File: config.mk
export PLATFORM = sky130hd
export DESIGN_NAME = alu_operand_stage
export DESIGN_NICKNAME = d
export VERILOG_FILES = /design/src/rtl/mips_pkg.sv /design/src/rtl/fwd_select.sv /design/src/rtl/alu_operand_stage.sv
export SDC_FILE = /design/constraint.sdc
export NUM_CORES = 1
export LEC_CHECK = 0
export BUFFER_PORTS_ARGS = -buffer_cell sky130_fd_sc_hd__buf_2
export CAP_MARGIN = 30
export CELL_PAD_IN_SITES_DETAIL_PLACEMENT = 1
export CELL_PAD_IN_SITES_GLOBAL_PLACEMENT = 1
export CORE_MARGIN = 3
export CORE_UTILIZATION = 33
export DETAILED_ROUTE_END_ITERATION = 16
export PLACE_DENSITY_LB_ADDON = 0.3
export SETUP_SLACK_MARGIN = 0.1
export SLEW_MARGIN = 10
export SYNTH_ARGS = -nofsm -noshare
export SYNTH_HDL_FRONTEND = slang
export SYNTH_SLANG_ARGS = --single-unit
File: constraint.sdc
create_clock -name Clk -period 3.2 [get_ports Clk]
set_clock_uncertainty 0.1 [all_clocks]
set_input_delay 0.16 -clock Clk [delete_from_list [all_inputs] [get_ports Clk]]
set_output_delay 0.16 -clock Clk [all_outputs]
set_load 0.02 [all_outputs]
File: src/rtl/mips_pkg.sv
// Shared datapath constants and ALU B-operand select encodings for the ID/EX boundary.
package mips_pkg;

  localparam int DEF_WIDTH  = 32;
  localparam int DEF_IMM_W  = 16;
  localparam int DEF_REG_AW = 5;

  typedef enum logic [1:0] {
    SRC_REG   = 2'b00,
    SRC_SEXT  = 2'b01,
    SRC_ZEXT  = 2'b10,
    SRC_UPPER = 2'b11
  } alu_src_e;

endpackage

File: src/rtl/fwd_select.sv
// Per-source bypass select: EX/MEM beats MEM/WB, register 0 is never bypassed.
module fwd_select #(
  parameter int WIDTH  = mips_pkg::DEF_WIDTH,
  parameter int REG_AW = mips_pkg::DEF_REG_AW
) (
  input  logic [REG_AW-1:0] src,
  input  logic [WIDTH-1:0]  rf_data,
  input  logic              exmem_we,
  input  logic [REG_AW-1:0] exmem_rd,
  input  logic [WIDTH-1:0]  exmem_result,
  input  logic              memwb_we,
  input  logic [REG_AW-1:0] memwb_rd,
  input  logic [WIDTH-1:0]  memwb_result,
  output logic [WIDTH-1:0]  value,
  output logic              hit
);

  logic src_nz;
  logic exmem_hit;
  logic memwb_hit;

  assign src_nz    = (src != '0);
  assign exmem_hit = exmem_we && (exmem_rd == src) && src_nz;
  assign memwb_hit = memwb_we && (memwb_rd == src) && src_nz;

  always_comb begin
    value = rf_data;
    hit   = 1'b0;
    if (exmem_hit) begin
      value = exmem_result;
      hit   = 1'b1;
    end else if (memwb_hit) begin
      value = memwb_result;
      hit   = 1'b1;
    end
  end

endmodule

File: src/rtl/alu_operand_stage.sv
// ID/EX operand stage: forwarded A/B/store-data selection with immediate modes,
// a registered output with stall/flush/valid, and a saturating forwarding counter.
module alu_operand_stage
  import mips_pkg::*;
#(
  parameter int WIDTH  = DEF_WIDTH,
  parameter int IMM_W  = DEF_IMM_W,
  parameter int REG_AW = DEF_REG_AW,
  parameter int CNT_W  = 16
) (
  input  logic              Clk,
  input  logic              Reset,
  input  logic              InValid,
  input  logic              Stall,
  input  logic              Flush,
  input  logic [1:0]        ALUSrc,
  input  logic [REG_AW-1:0] Rs,
  input  logic [REG_AW-1:0] Rt,
  input  logic [WIDTH-1:0]  ReadData1,
  input  logic [WIDTH-1:0]  ReadData2,
  input  logic [IMM_W-1:0]  Imm,
  input  logic              ExMemRegWrite,
  input  logic [REG_AW-1:0] ExMemRd,
  input  logic [WIDTH-1:0]  ExMemResult,
  input  logic              MemWbRegWrite,
  input  logic [REG_AW-1:0] MemWbRd,
  input  logic [WIDTH-1:0]  MemWbResult,
  output logic [WIDTH-1:0]  ALU_A,
  output logic [WIDTH-1:0]  ALU_B,
  output logic [WIDTH-1:0]  StoreData,
  output logic              OutValid,
  output logic [CNT_W-1:0]  FwdCount
);

  function automatic logic [WIDTH-1:0] imm_ext(input logic [1:0] sel, input logic [IMM_W-1:0] imm);
    logic signed [IMM_W-1:0] imm_s;
    logic [WIDTH-1:0]        zext;
    imm_s = imm;
    zext  = {{(WIDTH-IMM_W){1'b0}}, imm};
    case (alu_src_e'(sel))
      SRC_SEXT:  return {{(WIDTH-IMM_W){imm_s[IMM_W-1]}}, imm_s};
      SRC_UPPER: return zext << IMM_W;
      default:   return zext;
    endcase
  endfunction

  // Counter never wraps: a carry out of the top bit pins it at all-ones.
  function automatic logic [CNT_W-1:0] sat_add(input logic [CNT_W-1:0] cnt, input logic [1:0] inc);
    logic [CNT_W:0] sum;
    sum = {1'b0, cnt} + (CNT_W+1)'(inc);
    if (sum[CNT_W]) return '1;
    return sum[CNT_W-1:0];
  endfunction

  // Stage p0: operand selection (combinational)
  logic [WIDTH-1:0] a_p0;
  logic [WIDTH-1:0] rt_p0;
  logic [WIDTH-1:0] b_p0;
  logic             hit_a_p0;
  logic             hit_rt_p0;
  logic [1:0]       inc_p0;
  logic             accept_p0;

  fwd_select #(.WIDTH(WIDTH), .REG_AW(REG_AW)) u_fwd_rs (
    .src          (Rs),
    .rf_data      (ReadData1),
    .exmem_we     (ExMemRegWrite),
    .exmem_rd     (ExMemRd),
    .exmem_result (ExMemResult),
    .memwb_we     (MemWbRegWrite),
    .memwb_rd     (MemWbRd),
    .memwb_result (MemWbResult),
    .value        (a_p0),
    .hit          (hit_a_p0)
  );

  fwd_select #(.WIDTH(WIDTH), .REG_AW(REG_AW)) u_fwd_rt (
    .src          (Rt),
    .rf_data      (ReadData2),
    .exmem_we     (ExMemRegWrite),
    .exmem_rd     (ExMemRd),
    .exmem_result (ExMemResult),
    .memwb_we     (MemWbRegWrite),
    .memwb_rd     (MemWbRd),
    .memwb_result (MemWbResult),
    .value        (rt_p0),
    .hit          (hit_rt_p0)
  );

  assign b_p0      = (alu_src_e'(ALUSrc) == SRC_REG) ? rt_p0 : imm_ext(ALUSrc, Imm);
  assign inc_p0    = {1'b0, hit_a_p0} + {1'b0, hit_rt_p0};
  assign accept_p0 = InValid && !Stall && !Flush;

  // Stage p1: registered operands, valid and counter
  logic [WIDTH-1:0] alu_a_p1;
  logic [WIDTH-1:0] alu_b_p1;
  logic [WIDTH-1:0] store_p1;
  logic             vld_p1;
  logic [CNT_W-1:0] cnt_p1;

  always_ff @(posedge Clk) begin
    if (Reset) begin
      alu_a_p1 <= '0;
      alu_b_p1 <= '0;
      store_p1 <= '0;
      vld_p1   <= 1'b0;
    end else if (Flush || !Stall) begin
      alu_a_p1 <= a_p0;
      alu_b_p1 <= b_p0;
      store_p1 <= rt_p0;
      vld_p1   <= InValid && !Flush;
    end
  end

  always_ff @(posedge Clk) begin
    if (Reset) begin
      cnt_p1 <= '0;
    end else if (accept_p0) begin
      cnt_p1 <= sat_add(cnt_p1, inc_p0);
    end
  end

  assign ALU_A     = alu_a_p1;
  assign ALU_B     = alu_b_p1;
  assign StoreData = store_p1;
  assign OutValid  = vld_p1;
  assign FwdCount  = cnt_p1;

endmodule

; ---- Yosys cells after proc, flatten, opt, wreduce, memory -nomap -nowiden
; Cells that the tools add are included.
[classes]
n_addsub = 2
n_mul = 0
div = 0
magnitude_cmp = 0
eq_ne = 6
shifts = 0
muxes = 15
n_bitwise = 0
n_reduce_logical = 17
[ops]
columns = cell, n
row1 = two-way mux 32 bit, 5
row2 = one-hot mux 32 bit (2 select lines), 1
row3 = two-way mux 16 bit, 2
row4 = == test 5 bit, 4
row5 = adder 16 x 2 -> 17 bit, 1
row6 = logical AND 1 bit, 11
row7 = nonzero test 5 bit, 2
row8 = two-way mux 1 bit, 7
row9 = adder 1 x 1 -> 2 bit, 1
row10 = "== test 2 x 1 -> 1 bit, second input constant", 1
row11 = "== test 2 bit, second input constant", 1
row12 = logical NOT 1 bit, 2
row13 = logical NOT 2 bit, 1
row14 = logical OR 1 bit, 1
[totals]
regBits = 113
latchBits = 0
ramBits = 0
romBits = 0
input_bits = 173
out_inout_bits = 113
wordCells = 45
memories = 0

; ---- Longest topological paths before layout
; Gate-level depths: netlist of the first run.
[depth]
word_depth = 11
mapped_depth = 13
ltp_nobuf = 12

; ---- Hierarchy
; From an unflattened synthesis of the first run, not the netlist that was laid out.
[unflattened]
cells_unflattened = 965
hier_area_um2 = 6840.3
[modules_own_cells]
columns = mod, instances, cells_per_inst, area_each_um2, seq_area_each_um2
row1 = alu_operand_stage, 1, 563, 4573.1, 2262.2
row2 = fwd_select, 2, 201, 1133.6, 0.0

; ---- Worst setup path before layout of the first run
; Ideal clock, no wire load.
[synth_path]
path_type = in2reg
from = input port ExMemRd[1]
to = register cnt_p1[10] (netlist: FwdCount[10])
setup_ns = 0.132
arrival_time_ns = 2.580
t_required_ns = 2.968
path_slack_ns = 0.388
path_stages = 13
path_buffers = 1
cell_sequence = xnor2_1 nand2_1 nor3_1 clkbuf_1 a21oi_1 fa_1 inv_1 ha_1 nand3_1 nor3_2 and3_1 xnor2_1 a21oi_1
[synth_via]
elab_chain_cells = 10
word_cells_on_any_way = 14
cone_classes = add/sub: 2 / eq/ne: 2 / mux: 6 / reduce/logical: 4
[synth_lines]
columns = element, line_no
row1 = start: declaration, alu_operand_stage.sv:23  ; input logic [REG_AW-1:0] ExMemRd,
row2 = == test 5 bit, fwd_select.sv:23  ; assign exmem_hit = exmem_we && (exmem_rd == src) && src_nz;
row3 = logical AND 1 bit (2 in a row), fwd_select.sv:23
row4 = two-way mux 1 bit, fwd_select.sv:29  ; if (exmem_hit) begin
row5 = adder 1 x 1 -> 2 bit *, alu_operand_stage.sv:91  ; assign inc_p0 = {1'b0, hit_a_p0} + {1'b0, hit_rt_p0};
row6 = adder 16 x 2 -> 17 bit *, alu_operand_stage.sv:50  ; sum = {1'b0, cnt} + (CNT_W+1)'(inc);
row7 = two-way mux 1 bit, alu_operand_stage.sv:51  ; if (sum[CNT_W]) return '1;
row8 = two-way mux 1 bit, alu_operand_stage.sv:118  ; end else if (accept_p0) begin
row9 = two-way mux 1 bit, alu_operand_stage.sv:116  ; if (Reset) begin
row10 = two-way mux 16 bit *, alu_operand_stage.sv:52  ; return sum[CNT_W-1:0];
row11 = end signal: assignment, alu_operand_stage.sv:119  ; cnt_p1 <= sat_add(cnt_p1, inc_p0);
row12 = end: declaration, alu_operand_stage.sv:99  ; logic [CNT_W-1:0] cnt_p1;
; Every way passes the cells marked *; elsewhere a longest branch is shown, timed or not. The select of a mux whose other input is x is not followed.
; A chain may end at the register's enable or synchronous reset.

; ---- Worst setup path after layout of the first run
[layout_path]
from = input port Rs[1]
to = register cnt_p1[10] (netlist: FwdCount[10])
[layout_via]
elab_chain_cells = 11
word_cells_on_any_way = 15
cone_classes = add/sub: 2 / eq/ne: 2 / mux: 6 / reduce/logical: 5
[layout_lines]
columns = element, line_no
row1 = start: declaration, alu_operand_stage.sv:17  ; input logic [REG_AW-1:0] Rs,
row2 = == test 5 bit, fwd_select.sv:24  ; assign memwb_hit = memwb_we && (memwb_rd == src) && src_nz;
row3 = logical AND 1 bit (2 in a row), fwd_select.sv:24
row4 = two-way mux 1 bit, fwd_select.sv:32  ; end else if (memwb_hit) begin
row5 = two-way mux 1 bit *, fwd_select.sv:29
row6 = adder 1 x 1 -> 2 bit *, alu_operand_stage.sv:91
row7 = adder 16 x 2 -> 17 bit *, alu_operand_stage.sv:50
row8 = two-way mux 1 bit, alu_operand_stage.sv:51
row9 = two-way mux 1 bit, alu_operand_stage.sv:118
row10 = two-way mux 1 bit, alu_operand_stage.sv:116
row11 = two-way mux 16 bit *, alu_operand_stage.sv:52
; Marks and branches as above.

==> results of run 1 <==
==> cell type report <==
| cell class | count | area, um^2 | share of cell area (%) |
|---|---|---|---|
| Clock inverter | 10 | 158 | 1.76 |
| Inverter | 3 | 11.3 | 0.126 |
| Antenna cell | 4 | 10.0 | 0.112 |
| Clock buffer | 22 | 464 | 5.19 |
| Timing Repair Buffer | 383 | 2360 | 26.4 |
| Sequential cell | 113 | 2260 | 25.3 |
| Multi-Input combinational cell | 504 | 3400 | 38.0 |
| Tap cell | 225 | 282 | 3.15 |
==> cell usage after synthesis, types with 7 or more instances <==
master / count
buf_4: 10
and3_1: 7
nor2_1: 44
clkbuf_1: 38
a21oi_1: 28
a221oi_1: 34
and2_1: 34
o32ai_1: 27
nand2_1: 73
o221ai_1: 12
o31ai_1: 20
o21bai_1: 9
dfxtp_1: 113
o21ai_0: 77
nand3_1: 8
a221oi_2: 30
a22oi_1: 16
buf_2: 7
o21ai_1: 14
xnor2_1: 26
==> worst max-delay path by stage <==
stage | cells past startpoint | slack (ns) | startpoint | end
after floorplan | 13 | 0.39 | ExMemRd[1] | FwdCount[10]
after global placement | 13 | 0.26 | Rs[1] | FwdCount[10]
after detailed placement | 13 | 0.22 | Rs[1] | FwdCount[10]
after CTS | 13 | 0.61 | Rs[1] | FwdCount[10]
after global routing | 13 | 0.38 | ExMemRd[1] | FwdCount[10]
final | 13 | 0.57 | Rs[1] | FwdCount[10]
==> flip-flops by register name (all words and copies together) (netlist names) <==
| name | count |
|---|---|
| StoreData | 32 |
| FwdCount | 16 |
| ALU_A | 32 |
| OutValid | 1 |
| ALU_B | 32 |
==> metal layers <==
| metal | GRT usage [%] | wire length (um) | up-vias |
|---|---|---|---|
| met5 | 0 | 21 | - |
| met4 | 11.6 | 1050 | 4 |
| met3 | 7.51 | 2020 | 69 |
| met2 | 45.0 | 13400 | 335 |
| met1 | 34.3 | 11700 | 3452 |
| li1 | - | - | 3280 |
==> tightest hold or removal path: cells and delay by family <==
kind,cells,cell delay [ns]
compound gates,2,0.20
buf+inv,1,0.12
==> power by group through the flow <==
stage / clock [W] / combinational [W] / sequential, W
3_3_place_gp: 0 / 0.000770 / 0.00158
2_1_floorplan: 0 / 0.000303 / 0.00170
3_5_place_dp: 0 / 0.000781 / 0.00159
6_report: 0.00203 / 0.000879 / 0.00156
5_1_grt: 0.00211 / 0.000938 / 0.00157
4_1_cts: 0.00205 / 0.000867 / 0.00156
==> repair_timing <==
| action | 4_1_cts | 5_1_grt |
|---|---|---|
| hold buffers | 77 | 0 |
| endpoints found under the setup margin | 0 | 0 |
| hold endpoints to repair | 66 | 0 |
==> cell families after synthesis <==
group	Yosys count	synth area share, %
AO/OA/AOI/OAI	281	35.9
AND/OR/NAND/NOR	189	15.1
flip-flops	113	38.0
buffers and inverters	64	5.74
XOR/XNOR	30	4.41
multiplexers	2	0.336
adder cells (fa/ha/maj)	2	0.547
==> through the flow <==
stage	utilization (%)	power, W	worst slack, ns	hold slack, ns
global placement	43.0	0.00235	0.264	0.328
CTS	51.1	0.00447	0.613	0.00235
global route	51.2	0.00462	0.383	0.00766
detailed placement	43.1	0.00237	0.224	0.337
finish	51.2	0.00447	0.566	0.00665
floorplan	-	0.00200	0.388	0.229
==> impl_metrics.csv, run 1 <==
group,metric,value,unit
power,p_leak,3.80,nW
job,max_cap_viol_count,0,
detailed_routing,vias_per_cell,5.65,
clocking,htree_levels,4,
timing,setup_viol,0,
floorplan,core,17500,um^2
power,switching_power,0.00126,W
timing,setup-tns-final,0,ns
power,pwr-share-clk,45.4,%
synth,synthFlopType,"dfxtp_1",
timing,fin_crit,2.63,ns
synth,synth_edf_count,0,
timing,worstMarginPinSlew,0.976,ns
global_routing,grt_max_degree,65,
placement,placed_cells,1150,
synth,syn_inst,681,
synth,synthTopCellsByArea,"dfxtp_1, a221oi_2, o21ai_0",
clocking,cts_buffer_depth,2,
hold_path,hold_path_depth,3,
synth,synth-seq-cells,113,
global_routing,grtUsageTotal,27.6,%
detailed_routing,drt_iter0_markers,381,
power,sw_frac_of_total,28.1,%
worst_setup_path,reg2reg_depth,9,
clocking,cts_resized,0,
cells_and_area,final_common_cell,"buf_2",
global_routing,grt_pass1_wl,42500,um
power,power_frac_seq,34.9,%
floorplan,io_pins,286,
worst_setup_path,worstPathRequired,3.38,ns
floorplan,initial_core_util,34.1,%
placement,place_congestion,0.859,
worst_setup_path,end_kind,"flop",
floorplan,die_h,140,um
detailed_routing,drtAntennaViolNets,0,
timing,post-route-period-util,82.3,%
cells_and_area,final_nets,1197,
floorplan,die_w,140,um
hold_path,worstHoldStart,"ExMemResult[15]",
cells_and_area,final_cell_mix,"buf_2, dfxtp_1, o21ai_0, dlygate4sd3_1, nand2_1",
power,cell_internal_pwr,0.00322,W
clocking,clkSinkCount,113,
status,status,"finished, final reports clean",
timing,slew_violations,0,
worst_setup_path,path_max_fanout,5,
worst_setup_path,worstPathBufferInverterCount,2,
cells_and_area,fin_area,8940,um^2
synth,yosysTopAreaCell,"dfxtp_1",
timing,worst_slew_margin_rel,34.9,%
placement,numPortBuffers,285,
worst_setup_path,max_stage_delay,0.54,ns
synth,syn-num-nets,856,
clocking,cts_setup_buffers,0,
global_routing,antenna_found_initial,6,
synth,synthDistinctLibCells,47,
floorplan,placementRows,48,
cells_and_area,instances_no_fill,1264,
synth,syn_area,5950,um^2
global_routing,grt_overflow,0,
worst_setup_path,worstPathArrival,2.81,ns
timing,grt_setup_unrepaired,"no",
global_routing,grt_pass1_vias,7397,
timing,max_clock_freq,380,MHz
worst_setup_path,r2r_start,"FwdCount[0]",
worst_setup_path,slowest_stage,"or4_1",
clocking,cts_root_buf,"clkbuf_16",
detailed_routing,drt_pass1_iterations,5,
placement,place_area,7530,um^2
clocking,cts_made_buffers,17,
worst_setup_path,rrSetupSlack,0.67,ns
power,pwr-share-comb,19.7,%
worst_setup_path,worstSetupPathType,"in -> reg",
worst_setup_path,r2r-end,"FwdCount[10]",
synth,async_reset_ff_share,0,%
timing,hold_viol,0,
worst_setup_path,start_kind,"input port",
floorplan,die-area,19700,um^2
synth,post_synth.cell_area_avg,8.74,um^2
synth,yosys_warnings,0,
placement,dp_hpwl,19900,um
clocking,clk_pin_slew,0.05,ns
worst_setup_path,crit_family,"simple AND/OR/NAND/NOR gates",
cells_and_area,final_layout_size_suffix_gt1_share,36.8,%
worst_setup_path,crit_top_cell,"a21oi_1",
cells_and_area,fillers,2131,
cells_and_area,area_delta_synth_final,50.3,%
clocking,clkLatencyLatePin,0.41,ns
synth,ys_seq_area_share,38.0,%
detailed_routing,wl,28200,um
power,peakVddDrop,0.392,mV
power,power.density,500,nW/um^2
detailed_routing,vias,7140,
synth,synth_top_area_share,38.0,%
detailed_routing,wire_per_inst,22.3,um
hold_path,min-delay-path-class,"in -> reg",
hold_path,worstHoldEndpoint,"StoreData[15]",
detailed_routing,drcViolationCount,0,
clocking,tritoncts,"done",
worst_setup_path,crit_chain,"buf_2, or4_1, o211ai_1, nor2_4, a21oi_1, fa_1, inv_1, ha_1, nand3_1, nor3_2, and3_1, xnor2_1, a21oi_1",
Note: power is estimated with default switching activity, not from simulation.
==> run 2, diff against run 1 <==
- clock period: 3.2 -> 2.65 ns (I/O delays scaled with it)
==> run 2 against run 1 <==
  * Sequential cell count did not move
  * Setup slack worse by 0.35 ns
  * Critical path depth fell by 5
  * Register-to-register slack got worse by 0.22 ns
  * Clock power rose by 23%
  * First-iteration DRC count up 19%
  * Largest power group unchanged
  * Non-clock buffer count grew 43
  * Final area rose by 5.6%
  * Utilization is 2.9 points higher
  * Combinational power up 29%
  * Sequential power is 21% higher
  * Die area is the same
  * Critical endpoint is now StoreData[24]
==> impl_metrics.csv, run 2 (synthesis gave the netlist of run 1 again) <==
group,metric,value,unit
status,status,"finished, final reports clean",
floorplan,core,17500,um^2
detailed_routing,wire_per_inst,22.9,um
timing,worst_slew_margin_rel,47.5,%
global_routing,grt_pass1_wl,45700,um
global_routing,grt_overflow,0,
hold_path,hold_path_depth,2,
job,max_cap_viol_count,0,
clocking,htree_levels,4,
global_routing,grt_max_degree,45,
timing,fin_crit,2.44,ns
detailed_routing,drcViolationCount,0,
worst_setup_path,crit_family,"buffers and inverters",
clocking,cts_resized,0,
worst_setup_path,max_stage_delay,0.57,ns
power,pwr-share-clk,45.2,%
worst_setup_path,worstPathArrival,2.64,ns
power,peakVddDrop,0.439,mV
worst_setup_path,crit_chain,"buf_2, or4_4, o211ai_2, nor2_4, buf_4, a221oi_2, o21ai_1, dlygate4sd3_1",
worst_setup_path,worstPathBufferInverterCount,3,
clocking,cts_root_buf,"clkbuf_16",
worst_setup_path,reg2reg_depth,9,
worst_setup_path,path_max_fanout,32,
floorplan,initial_core_util,34.1,%
global_routing,antenna_found_initial,3,
placement,dp_hpwl,19900,um
worst_setup_path,worstPathRequired,2.85,ns
power,pwr-share-comb,20.6,%
clocking,cts_made_buffers,17,
clocking,clk_pin_slew,0.06,ns
worst_setup_path,end_kind,"flop",
floorplan,die_h,140,um
global_routing,grtUsageTotal,29.7,%
cells_and_area,area_delta_synth_final,58.8,%
placement,place_congestion,0.840,
timing,setup-tns-final,0,ns
placement,placed_cells,1157,
worst_setup_path,worstSetupPathType,"in -> reg",
timing,grt_setup_unrepaired,"no",
power,switching_power,0.00153,W
cells_and_area,final_layout_size_suffix_gt1_share,36.1,%
cells_and_area,fin_util,54.1,%
cells_and_area,final_nets,1240,
placement,numPortBuffers,285,
clocking,cts_buffer_depth,2,
floorplan,die-area,19700,um^2
global_routing,grt_pass1_vias,8001,
detailed_routing,dr_wl_met3,2350,um
floorplan,io_pins,286,
power,cell_internal_pwr,0.00399,W
cells_and_area,final_cell_mix,"buf_2, dlygate4sd3_1, dfxtp_1, o21ai_0, nand2_1",
clocking,clkSinkCount,113,
worst_setup_path,slowest_stage,"dlygate4sd3_1",
timing,worstMarginPinSlew,0.785,ns
worst_setup_path,path_depth,8,
detailed_routing,drt_pass1_iterations,6,
floorplan,placementRows,48,
cells_and_area,fillers,2096,
cells_and_area,instances_no_fill,1302,
power,power_frac_seq,34.2,%
detailed_routing,drt-met1-wl,12000,um
detailed_routing,wl,29900,um
power,power.density,584,nW/um^2
detailed_routing,vias_per_cell,5.71,
timing,hold_viol,0,
power,p_leak,4.08,nW
cells_and_area,final_common_cell,"buf_2",
cells_and_area,regArea,2260,um^2
timing,slew_violations,0,
detailed_routing,vias,7437,
detailed_routing,drtAntennaViolNets,0,
timing,setup_viol,0,
timing,max_clock_freq,410,MHz
detailed_routing,drt_iter0_markers,455,
timing,post-route-period-util,92.0,%
cells_and_area,multiInputGateArea,3420,um^2
clocking,tritoncts,"done",
floorplan,die_w,140,um
clocking,clkLatencyLatePin,0.41,ns
detailed_routing,wl_met2,14400,um
detailed_routing,top_layer_used,"met5",
worst_setup_path,start_kind,"input port",
power,sw_frac_of_total,27.7,%
hold_path,min-delay-path-class,"in -> reg",
-- run 2: power by group through the flow --
| stage | clock network, W | registers, W | logic (W) |
|---|---|---|---|
| after floorplan | 0 | 0.00205 | 0.000369 |
| after global placement | 0 | 0.00191 | 0.000949 |
| after detailed placement | 0 | 0.00192 | 0.000960 |
| after CTS | 0.00252 | 0.00188 | 0.00111 |
| after global routing | 0.00261 | 0.00190 | 0.00121 |
| final | 0.00250 | 0.00189 | 0.00113 |
-- run 2: what timing repair did --
action	CTS	global route
hold buffers	114	0
endpoints found under the setup margin	0	0
setup buffers	0	0
hold endpoints to repair	85	0
-- run 2: worst paths after layout --
check                             startpoint            end  slack [ns]
worst max-delay path                   Rt[1]  StoreData[24]        0.21
worst min-delay path                   Reset      ALU_B[10]        0.02
worst max register to register   FwdCount[0]   FwdCount[10]        0.45
worst min register to register  StoreData[8]   StoreData[8]        0.35
-- run 2: layer usage --
layer  vias up  GRT usage [%]
li1       3369              -
met1      3583           36.1
met2       393           49.2
met3        88           7.89
met4         4           13.1
met5         -              0
-- run 2: worst reg2reg max path: stages, from the launching register on --
cell,delay (ns)
dfxtp_1,0.34
inv_1,0.07
fa_1,0.44
inv_1,0.07
ha_1,0.17
nand3_1,0.18
nor3_4,0.31
and3_1,0.21
xnor2_1,0.11
a21oi_1,0.08
-- run 2: through the flow --
stage	power, W	instance area (um^2)	worst slack, ns	hold WS [ns]
floorplan	0.00242	5990	0.104	0.201
global placement	0.00286	7670	0.0128	0.331
detailed placement	0.00288	7670	-0.0393	0.339
CTS	0.00551	9450	0.270	0.00341
global route	0.00572	9450	0.123	0.00729
finish	0.00552	9450	0.212	0.0157
-- run 2: layout make-up --
type                            instances  share of cell area, %
Sequential cell                       113                   23.9
Tap cell                              225                   2.98
Antenna cell                            1                 0.0265
Timing Repair Buffer                  426                   30.1
Clock inverter                         11                   1.99
Clock buffer                           19                   4.69
Inverter                                3                  0.119
Multi-Input combinational cell        504                   36.1
